### src/rtl/layer_serializer_pkg.sv
// Shared types and helpers for the layer serializer and later output stages.
package layer_serializer_pkg;

  typedef enum logic {
    IDLE  = 1'b0,
    SHIFT = 1'b1
  } ser_state_t;

  // Index width that stays at least one bit wide for tiny layers.
  function automatic int idx_width(input int n);
    return (n <= 2) ? 1 : $clog2(n);
  endfunction

endpackage

### src/rtl/layer_serializer_if.sv
// Bundle of the parallel-in / serial-out signals around one layer_serializer.
interface layer_serializer_if
  import layer_serializer_pkg::*;
#(
  parameter int neurons   = 16,
  parameter int dataWidth = 16
);
  localparam int IDXW = idx_width(neurons);

  logic [neurons-1:0]           in_valid;
  logic [neurons*dataWidth-1:0] in_data;
  logic                         clr_err;
  logic                         out_valid;
  logic [dataWidth-1:0]         out_data;
  logic                         out_last;
  logic [IDXW-1:0]              word_idx;
  logic                         overrun_err;
  logic                         mismatch_err;

  modport master (
    output in_valid, in_data, clr_err,
    input  out_valid, out_data, out_last, word_idx, overrun_err, mismatch_err
  );

  modport slave (
    input  in_valid, in_data, clr_err,
    output out_valid, out_data, out_last, word_idx, overrun_err, mismatch_err
  );
endinterface

### src/rtl/layer_serializer.sv
// Captures a full layer output vector and replays it one word per clock,
// framed by word_idx/out_last, with sticky overrun and ragged-valid flags.
module layer_serializer
  import layer_serializer_pkg::*;
#(
  parameter int neurons   = 16,
  parameter int dataWidth = 16
) (
  input logic               clk,
  input logic               rst_n,
  layer_serializer_if.slave bus
);
  localparam int IDXW = idx_width(neurons);
  localparam logic [IDXW-1:0] LAST_IDX = IDXW'(neurons - 1);

  ser_state_t                   state, state_next;
  logic [neurons*dataWidth-1:0] shreg;
  logic [IDXW-1:0]              cnt;
  logic                         last_q;
  logic                         overrun_q;
  logic                         mismatch_q;

  logic cap;
  logic at_last;
  logic set_overrun;
  logic set_mismatch;

  assign cap          = bus.in_valid[0];
  assign at_last      = (cnt == LAST_IDX);
  assign set_overrun  = (state == SHIFT) && !at_last && cap;
  assign set_mismatch = (bus.in_valid != '0) && (bus.in_valid != '1);

  always_ff @(posedge clk or negedge rst_n) begin
    if (!rst_n) begin
      state <= IDLE;
    end else begin
      state <= state_next;
    end
  end

  always_comb begin
    state_next = state;
    case (state)
      IDLE:    if (cap) state_next = SHIFT;
      SHIFT:   if (at_last && !cap) state_next = IDLE;
      default: state_next = IDLE;
    endcase
  end

  // A capture is only accepted when idle or while the final word is on the bus.
  always_ff @(posedge clk or negedge rst_n) begin
    if (!rst_n) begin
      shreg  <= '0;
      cnt    <= '0;
      last_q <= 1'b0;
    end else begin
      case (state)
        IDLE: begin
          if (cap) begin
            shreg  <= bus.in_data;
            cnt    <= '0;
            last_q <= 1'b0;
          end
        end
        SHIFT: begin
          if (at_last) begin
            shreg  <= cap ? bus.in_data : '0;
            cnt    <= '0;
            last_q <= 1'b0;
          end else begin
            shreg  <= shreg >> dataWidth;
            cnt    <= cnt + IDXW'(1);
            last_q <= ((cnt + IDXW'(1)) == LAST_IDX);
          end
        end
        default: begin
          shreg  <= '0;
          cnt    <= '0;
          last_q <= 1'b0;
        end
      endcase
    end
  end

  // Sticky flags: a set in the same cycle wins over the clear.
  always_ff @(posedge clk or negedge rst_n) begin
    if (!rst_n) begin
      overrun_q  <= 1'b0;
      mismatch_q <= 1'b0;
    end else begin
      if (set_overrun)      overrun_q <= 1'b1;
      else if (bus.clr_err) overrun_q <= 1'b0;

      if (set_mismatch)     mismatch_q <= 1'b1;
      else if (bus.clr_err) mismatch_q <= 1'b0;
    end
  end

  always_comb begin
    bus.out_valid    = (state == SHIFT);
    bus.out_data     = (state == SHIFT) ? shreg[dataWidth-1:0] : '0;
    bus.word_idx     = cnt;
    bus.out_last     = last_q;
    bus.overrun_err  = overrun_q;
    bus.mismatch_err = mismatch_q;
  end

endmodule
### src/flat_wrapper.sv
// flat-port wrapper written by rule: the top's interface ports become plain ports
module layer_serializer_flat import layer_serializer_pkg::*;
#(
  parameter int neurons   = 16,
  parameter int dataWidth = 16
)
  (clk, rst_n, bus_in_valid, bus_in_data, bus_clr_err, bus_out_valid, bus_out_data, bus_out_last, bus_word_idx, bus_overrun_err, bus_mismatch_err);
  layer_serializer_if #(.neurons(neurons), .dataWidth(dataWidth)) bus_i ();
  input logic clk;
  input logic rst_n;
  input wire logic [$bits(bus_i.in_valid)-1:0] bus_in_valid;
  input wire logic [$bits(bus_i.in_data)-1:0] bus_in_data;
  input wire logic [$bits(bus_i.clr_err)-1:0] bus_clr_err;
  output wire logic [$bits(bus_i.out_valid)-1:0] bus_out_valid;
  output wire logic [$bits(bus_i.out_data)-1:0] bus_out_data;
  output wire logic [$bits(bus_i.out_last)-1:0] bus_out_last;
  output wire logic [$bits(bus_i.word_idx)-1:0] bus_word_idx;
  output wire logic [$bits(bus_i.overrun_err)-1:0] bus_overrun_err;
  output wire logic [$bits(bus_i.mismatch_err)-1:0] bus_mismatch_err;
  assign bus_i.in_valid = bus_in_valid;
  assign bus_i.in_data = bus_in_data;
  assign bus_i.clr_err = bus_clr_err;
  assign bus_out_valid = bus_i.out_valid;
  assign bus_out_data = bus_i.out_data;
  assign bus_out_last = bus_i.out_last;
  assign bus_word_idx = bus_i.word_idx;
  assign bus_overrun_err = bus_i.overrun_err;
  assign bus_mismatch_err = bus_i.mismatch_err;
  layer_serializer #(.neurons(neurons), .dataWidth(dataWidth)) u_core (.clk(clk), .rst_n(rst_n), .bus(bus_i));
endmodule
### config.mk
export PLATFORM = sky130hd
export DESIGN_NAME = layer_serializer_flat
export DESIGN_NICKNAME = d
export VERILOG_FILES = /design/src/rtl/layer_serializer_pkg.sv /design/src/rtl/layer_serializer_if.sv /design/src/rtl/layer_serializer.sv /design/src/flat_wrapper.sv
export SDC_FILE = /design/constraint.sdc
export NUM_CORES = 1
export LEC_CHECK = 0
export BUFFER_PORTS_ARGS = -buffer_cell sky130_fd_sc_hd__buf_4
export CORE_UTILIZATION = 25
export CTS_CLUSTER_DIAMETER = 30
export CTS_CLUSTER_SIZE = 25
export DETAILED_ROUTE_END_ITERATION = 10
export PLACE_DENSITY_LB_ADDON = 0.3
export RECOVER_POWER = 50
export SLEW_MARGIN = 20
export SYNTH_ARGS = -nofsm -noshare
export SYNTH_HDL_FRONTEND = slang
export SYNTH_SLANG_ARGS = --single-unit
### constraint.sdc
create_clock -name clk -period 1.8 [get_ports clk]
set_input_delay 0.09 -clock clk [delete_from_list [all_inputs] [get_ports clk]]
set_output_delay 0.09 -clock clk [all_outputs]
set_load 0.01 [all_outputs]
==> impl_summary.log, run 1 <==
INFO  metric routed_wl = between 40000 and 50000 um
INFO  metric num_io_pins = about 300
INFO  metric critical_path.endpoint_type = flop
INFO  metric timing_hold_violations_final = 0
INFO  metric layout_common_cells = 299 x sky130_fd_sc_hd__buf_4, 266 x sky130_fd_sc_hd__dlygate4sd3_1, 263 x sky130_fd_sc_hd__dfrtp_1
INFO  metric worst_ir_drop_vdd = between 0.9 and 1 mV
INFO  metric area_growth = 71.34%
INFO  metric placed_area = ~15000 um2
INFO  metric cts-root-buf = sky130_fd_sc_hd__clkbuf_16
INFO  metric max_freq = roughly 590 MHz
INFO  metric fin_crit = approximately 1.7 ns
INFO  metric worst-setup-path-type = reg2reg
INFO  metric antenna_found_initial = 3
INFO  metric final.setup.tns = 0 ns
INFO  metric finish.net_count = ~1800
INFO  metric worstSetupEndpoint = u_core.shreg[229]
INFO  metric route.vias.total = slightly above 10000
INFO  metric vias_per_cell = ~4.8
INFO  metric worst-r2r-cell-count = 6
INFO  metric die_height = about 220 um
INFO  metric critical_path.max_fanout = 15
INFO  metric hold_path.class = in2async
INFO  metric grt_max_degree = ~140
INFO  metric seq_area_frac_synth = 57.39%
INFO  metric status = complete, no violations
INFO  metric finalCritPeriodShare = a little over nine tenths
INFO  metric remaining_drc_errors = 0
INFO  metric routed_wire_length_per_instance = 19.57 um
INFO  metric critical_path_arrival = between 2 and 2.5 ns
INFO  metric timing.final.setup_violations = 0
INFO  metric tritoncts = done
INFO  metric async_flop_share = between 90% and 100%
INFO  metric post_synth_instance_area = 11510 um2
INFO  metric wire_length_of_the_first_global_routing_pass = between 60000 and 70000 um
INFO  metric leakagePower = 9.305 nW
INFO  metric ant_nets = 0
INFO  metric count_of_flip_flops_with_a_built_in_enable_after_synthesis = 0
INFO  metric globalplace.congestion = slightly below 0.8
INFO  metric most_frequent_standard_cell_in_the_layout_excluding_fill_and_tap_cells = sky130_fd_sc_hd__buf_4
INFO  metric rows = between 70 and 80
INFO  metric cts_max_level = 3
INFO  metric first_global_vias = around 11000
INFO  metric post_synth.cell_area_avg = between 10 and 15 um2
INFO  metric ff2ff_setup_slack = approximately 0.1 ns
INFO  metric report.final.slew_viol_count = 0
INFO  metric max_cap_violations = 0
INFO  metric critPathLaunch = u_core.bus.word_idx[0]
INFO  metric path_clk_slew = 0.04 ns
INFO  metric rsz0062_at_grt = no
INFO  metric die_area = 46910 um2
INFO  metric timing.critical_path.required = roughly 2.3 ns
INFO  metric cts_made_buffers = 71
INFO  metric yosys_register_bits = approximately 260
INFO  metric syn_inst = around 900
INFO  metric synth.net_count = 1178
INFO  metric drt_pass1_iterations = 5
INFO  metric ys.flop_type = sky130_fd_sc_hd__dfrtp_1
INFO  metric power.density = roughly 1500 nW/um2
INFO  metric groute.usage.overall = between 10% and 20%
INFO  metric fp.coreArea = ~45000 um2
INFO  metric tightest_slew = 1.399 ns
INFO  metric critical_path.reg2reg.endpoint = u_core.shreg[229]
INFO  metric final_cell_area = ~20000 um2
INFO  metric numClockSinks = around 260
INFO  metric cts-root-to-sink-buffers = 3
INFO  metric starting_density_of_the_core = 25.37%
INFO  metric post-dp-hpwl = between 20000 and 30000 um
INFO  metric initialDrtViolationCount = 719
INFO  metric finClkSkew = ~0.021 ns
INFO  metric worst_skew_pair_latency = 0.57 ns
INFO  metric worst_slew_margin_relative_to_its_limit = under 10%
INFO  metric synthesis.yosys.warnings = 0
INFO  metric drive_gt1_share = between 20 and 30%
INFO  metric placed_cells_incl_taps = between 1500 and 2000
INFO  metric yosysUniqueCellTypes = 20
INFO  metric r2r-start = u_core.bus.word_idx[0]
INFO  metric finalNonFillerCells = ~2200
INFO  metric chipWidth = between 200 and 250 um
INFO  metric worstSetupStartpointType = flop
INFO  metric port_buffers = between 200 and 300
INFO  metric grt_remaining_overflow = 0
## layout make-up
class | instances | area [um2]
Inverter | 5 | 18.77
Sequential cell | 264 | 6608
Fill cell | 4089 | 25660
Antenna cell | 3 | 7.507
Multi-Input combinational cell | 548 | 4400
Tap cell | 600 | 750.7
Clock inverter | 33 | 535.5
Clock buffer | 93 | 2002
Timing Repair Buffer | 604 | 5403
## cell usage after synthesis, types with 5 or more instances
cell                       number  area, um2
sky130_fd_sc_hd__o21ai_0        5      25.02
sky130_fd_sc_hd__and2_1       257       1608
sky130_fd_sc_hd__buf_2         31      155.2
sky130_fd_sc_hd__nor4_1         5      31.28
sky130_fd_sc_hd__a22o_1        16      140.1
sky130_fd_sc_hd__nand2_1        7      26.28
sky130_fd_sc_hd__clkbuf_1      31      116.4
sky130_fd_sc_hd__a221o_1      240       2402
sky130_fd_sc_hd__dfrtp_1      264       6606
sky130_fd_sc_hd__inv_1          5      18.77
sky130_fd_sc_hd__nand4_1        5      31.28
sky130_fd_sc_hd__buf_6         23      259.0
## repair_timing
item / CTS / global route
pin swaps: 0 / 0
gates cloned: 0 / 2
endpoints found under the hold margin: 528 / 0
endpoints found under the setup margin: 16 / 140
buffers inserted: 0 / 1
hold buffers: 268 / 0
resized for setup: 1 / 6
## state kept, by name, indices dropped and copies added, names as in the netlist
register	count
u_core.bus.out_last	1
u_core.shreg	256
u_core.bus.overrun_err	1
u_core.bus.mismatch_err	1
u_core.bus.out_valid	1
u_core.bus.word_idx	4
## metal layers
| layer | part of all wire, % | global-route usage (%) | wire length (um) | vias to the layer above |
|---|---|---|---|---|
| met1 | 43 | 22.25 | 17970 | 5190 |
| li1 | - | - | - | 4689 |
| met5 | 0.031 | 0 | 13 | - |
| met4 | 2.3 | 6.831 | 947 | 2 |
| met2 | 49 | 28.93 | 20730 | 351 |
| met3 | 5.7 | 4.449 | 2413 | 67 |
## worst max-delay path, cell delays in order, from the launching register on
cell	delay [ns]
sky130_fd_sc_hd__dfrtp_1	0.36
sky130_fd_sc_hd__ha_2	0.23
sky130_fd_sc_hd__nand3_4	0.10
sky130_fd_sc_hd__a21oi_2	0.28
sky130_fd_sc_hd__buf_12	0.21
sky130_fd_sc_hd__clkbuf_2	0.26
sky130_fd_sc_hd__a221o_1	0.19
## where the power goes
group	internal, mW	switching, mW	total [mW]
combinational	3.57	2.63	6.19
clock	9.60	3.79	13.4
sequential	8.00	1.48	9.49
## logic make-up (layout without fill, tap and decap cells)
family          after synthesis  in the layout  synth area share (%)
compound gates              264            264                 22.45
xor+xnor                      2              2                0.1522
fa+ha+maj                     2              2                0.2173
buf+inv                      90            735                 4.771
flops                       264            264                 57.39
other cells                   0              3                     0
simple gates                279            280                 15.02
## metrics by stage
stage | total power [mW] | setup WS, ns | hold WS [ns] | utilization, %
CTS | 29.38 | 0.01264 | 0.1231 | 43.54
finish | 29.08 | 0.09957 | 0.2571 | 43.47
global placement | 15.12 | 0.07606 | 0.01537 | 32.04
global route | 30.39 | 0.01257 | 0.2640 | 43.46
floorplan | 12.64 | 0.05027 | -0.2056 | -
detailed placement | 15.24 | 0.04095 | 0.01455 | 32.04
## worst min-delay path by stage
| stage | depth (start not counted) | end | slack, ns | start |
|---|---|---|---|---|
| 6_report | 3 | u_core.shreg[6] | 0.26 | rst_n |
| 3_3_place_gp | 1 | u_core.shreg[9] | 0.02 | rst_n |
| 2_1_floorplan | 0 | u_core.bus.mismatch_err | -0.21 | rst_n |
| 3_5_place_dp | 1 | u_core.shreg[10] | 0.01 | rst_n |
| 5_1_grt | 3 | u_core.shreg[225] | 0.26 | bus_in_data[225] |
| 4_1_cts | 3 | u_core.shreg[6] | 0.12 | rst_n |
Note: power is estimated with default switching activity, not from simulation.
==> run 2, diff against run 1 <==
--- a/config.mk
+++ b/config.mk
@@ -10,7 +10,7 @@
 export CTS_CLUSTER_DIAMETER = 30
 export CTS_CLUSTER_SIZE = 25
 export DETAILED_ROUTE_END_ITERATION = 10
-export PLACE_DENSITY_LB_ADDON = 0.3
+export PLACE_DENSITY_LB_ADDON = 0.2
 export RECOVER_POWER = 50
 export SLEW_MARGIN = 20
 export SYNTH_ARGS = -nofsm -noshare
==> run 2 against run 1 <==
First-iteration DRC count grew 2.9%. Register-to-register slack gained 0.02 ns. Clock power grew 9.7%. Critical path depth grew 1. Power grew 4.5%. Cell area grew 2.0%. Critical endpoint is now u_core.bus.mismatch_err. Highest routed layer unchanged.
==> impl_summary.log, run 2 (synthesis results as in run 1) <==
INFO  metric globalplace.congestion = 0.7692 (was 0.7718)
INFO  metric timing_hold_violations_final = 0 (unchanged)
INFO  metric dpl_worst_slack = 0.04113 ns (was 0.04095 ns)
INFO  metric port_buffers = 298 (unchanged)
INFO  metric cts-root-buf = sky130_fd_sc_hd__clkbuf_16 (unchanged)
INFO  metric worst_skew_pair_latency = 0.58 ns (was 0.57 ns)
INFO  metric report.final.slew_viol_count = 0 (unchanged)
INFO  metric worst-r2r-cell-count = 5 (was 6)
INFO  metric critical_path.reg2reg.endpoint = u_core.shreg[94] (was u_core.shreg[229])
INFO  metric whs_endpoint = u_core.shreg[178]
INFO  metric largest_register_ffs = 256 (unchanged)
INFO  metric finalCritPeriodShare = 98.10% (was 94.47%)
INFO  metric tritoncts = done (unchanged)
INFO  metric routed_wl = 42640 um (was 42080 um)
INFO  metric critical_path.max_stage_delay = 0.58 ns (was 0.36 ns)
INFO  metric cts_post_setup_buffers_inserted = 0 (unchanged)
INFO  metric rows = 78 (unchanged)
INFO  metric crit_top_cell = sky130_fd_sc_hd__dlygate4sd3_1
INFO  metric cts-root-to-sink-buffers = 3 (unchanged)
INFO  metric wire_length_of_the_first_global_routing_pass = 64520 um (was 64200 um)
INFO  metric remaining_drc_errors = 0 (unchanged)
INFO  metric timing.final.setup_violations = 0 (unchanged)
INFO  metric ant_nets = 0 (unchanged)
INFO  metric layout_common_cells = 301 x sky130_fd_sc_hd__buf_4, 273 x sky130_fd_sc_hd__dlygate4sd3_1, 263 x sky130_fd_sc_hd__dfrtp_1 (was 299 x sky130_fd_sc_hd__buf_4, 266 x sky130_fd_sc_hd__dlygate4sd3_1, 263 x sky130_fd_sc_hd__dfrtp_1)
INFO  metric status = complete, no violations (unchanged)
INFO  metric first_global_vias = 11136 (was 11037)
INFO  metric ff2ff_setup_slack = 0.12 ns (was 0.1 ns)
INFO  metric die_area = 46910 um2 (unchanged)
INFO  metric critical_path.endpoint_type = flop (unchanged)
INFO  metric leakagePower = 9.523 nW (was 9.305 nW)
INFO  metric final.hold.worst_slack = 0.2698 ns (was 0.2571 ns)
INFO  metric finish.net_count = 1790 (was 1771)
INFO  metric route.vias.total = 10370 (was 10299)
INFO  metric critical_path.max_fanout = 2 (was 15)
INFO  metric vias_per_cell = 4.763 (was 4.790)
INFO  metric grt_max_degree = 70 (was 139)
INFO  metric final.setup.tns = 0 ns (unchanged)
INFO  metric registers.top_by_ff_count = u_core.shreg (unchanged)
INFO  metric starting_density_of_the_core = 25.37% (unchanged)
INFO  metric hold_path.class = in2reg (was in2async)
INFO  metric critical_path_arrival = 2.22 ns (was 2.21 ns)
INFO  metric r2r-start = u_core.bus.word_idx[0] (unchanged)
INFO  metric max_cap_violations = 0 (unchanged)
INFO  metric numClockSinks = 264 (unchanged)
INFO  metric tightest_slew = 0.7242 ns (was 1.399 ns)
INFO  metric post-dp-hpwl = 26600 um (was 25910 um)
INFO  metric num-fill-cells = 4159 (was 4089)
INFO  metric hold-path-cell-count = 3
INFO  metric power.density = 1510 nW/um2 (was 1474 nW/um2)
INFO  metric drt_pass1_iterations = 5 (unchanged)
INFO  metric most_frequent_standard_cell_in_the_layout_excluding_fill_and_tap_cells = sky130_fd_sc_hd__buf_4 (unchanged)
INFO  metric chipWidth = 216.6 um (unchanged)
INFO  metric report.power.total = 30.40 mW (was 29.08 mW)
INFO  metric fin_crit = 1.766 ns (was 1.700 ns)
INFO  metric final_cell_area = 20130 um2 (was 19730 um2)
INFO  metric worstHoldStart = bus_in_data[178]
INFO  metric worst_ir_drop_vdd = 0.7208 mV (was 0.9998 mV)
INFO  metric groute.usage.overall = 17.86% (was 17.66%)
INFO  metric placed_cells_incl_taps = 1757 (was 1751)
INFO  metric cts_made_buffers = 79 (was 71)
INFO  metric rsz0062_at_grt = no (unchanged)
INFO  metric die_height = 216.6 um (unchanged)
INFO  metric max_freq = 566.3 MHz (was 588.1 MHz)
INFO  metric grt_remaining_overflow = 0 (unchanged)
INFO  metric initialDrtViolationCount = 740 (was 719)
INFO  metric worst-setup-path-type = in2reg (was reg2reg)
INFO  metric critical_path.cell_chain = dlygate4sd3_1 > buf_4 > nand4_1 > dlygate4sd3_1 > nor4_1 > dlygate4sd3_1 > o22ai_1 (was ha_2 > nand3_4 > a21oi_2 > buf_12 > clkbuf_2 > a221o_1)
INFO  metric finalNonFillerCells = 2177 (was 2150)
INFO  metric area_growth = 74.82% (was 71.34%)
INFO  metric timing.critical_path.required = 2.25 ns (was 2.31 ns)
INFO  metric routed_wire_length_per_instance = 19.59 um (was 19.57 um)
INFO  metric path_clk_slew = 0.04 ns (about the same)
INFO  metric worst_slew_margin_relative_to_its_limit = 51.72% (was 6.764%)
INFO  metric worstSetupStartpointType = input port (was flop)
INFO  metric drive_gt1_share = 29.75% (was 29.09%)
INFO  metric post-route-worst-setup-slack = 0.03423 ns (was 0.09957 ns)
INFO  metric placed_area = 14600 um2 (was 14540 um2)
INFO  metric final_core_utilization = 44.35% (was 43.47%)
INFO  metric finClkSkew = 0.01945 ns (was 0.02084 ns)
INFO  metric antenna_found_initial = 5 (was 3)
INFO  metric critPathSlowestCell = sky130_fd_sc_hd__dlygate4sd3_1 (was sky130_fd_sc_hd__dfrtp_1)
INFO  metric cts_max_level = 3 (unchanged)
INFO  metric num_io_pins = 299 (unchanged)
INFO  metric fp.coreArea = 45380 um2 (unchanged)
==> run 2: changes by cell type in the layout (fill, tap and decap cells not counted), sizes merged <==
cell / change
and2: +1
buf: +3
bufinv: +1
clkbuf: +14
clkinv: +1
clkinvlp: -2
diode: +1
dlygate4sd3: +7
inv: +1
==> run 2: worst max-delay path: cells and delay by family <==
kind / cells / cell delay [ns]
AO/OA/AOI/OAI: 1 / 0.06
buffers and inverters: 4 / 1.80
AND/OR/NAND/NOR: 2 / 0.27
==> run 2: area by class of cell <==
class	count	area [um2]	area share, %
Tap cell	600	750.7	3.730
Timing Repair Buffer	614	5507	27.36
Multi-Input combinational cell	549	4404	21.88
Inverter	5	18.77	0.09325
Clock inverter	34	541.8	2.692
Sequential cell	264	6608	32.83
Clock buffer	107	2286	11.36
Antenna cell	4	10.01	0.04974
==> run 2: worst max path at each step <==
stage / cells past startpoint / from / endpoint / slack [ns]
2_1_floorplan: 7 / u_core.bus.word_idx[0] / u_core.shreg[100] / 0.05
3_3_place_gp: 5 / u_core.bus.word_idx[0] / u_core.shreg[65] / 0.06
3_5_place_dp: 5 / u_core.bus.word_idx[1] / u_core.shreg[206] / 0.04
4_1_cts: 5 / u_core.bus.word_idx[0] / u_core.shreg[94] / 0.03
5_1_grt: 5 / u_core.bus.word_idx[1] / u_core.shreg[94] / 0.03
6_report: 7 / bus_in_valid[7] / u_core.bus.mismatch_err / 0.03
==> run 2: per-layer routing <==
metal | global-route usage [%] | vias up | wire length [um]
met1 | 22.56 | 5203 | 18560
met5 | 0 | - | 23
met4 | 6.643 | 4 | 1329
met3 | 4.786 | 99 | 2260
li1 | - | 4732 | -
met2 | 29.10 | 332 | 20460
==> run 2: power by group <==
group | total, mW | internal [mW] | leakage [nW] | switching, mW
sequential | 9.49 | 8.01 | 3.54 | 1.48
combinational | 6.18 | 3.56 | 4.58 | 2.62
clock | 14.7 | 10.7 | 1.40 | 3.99
==> run 2: what timing repair did <==
| action | CTS | global route |
|---|---|---|
| resized for setup | 0 | 4 |
| hold buffers | 273 | 0 |
| setup endpoints to repair | 0 | 227 |
| hold endpoints to repair | 526 | 0 |
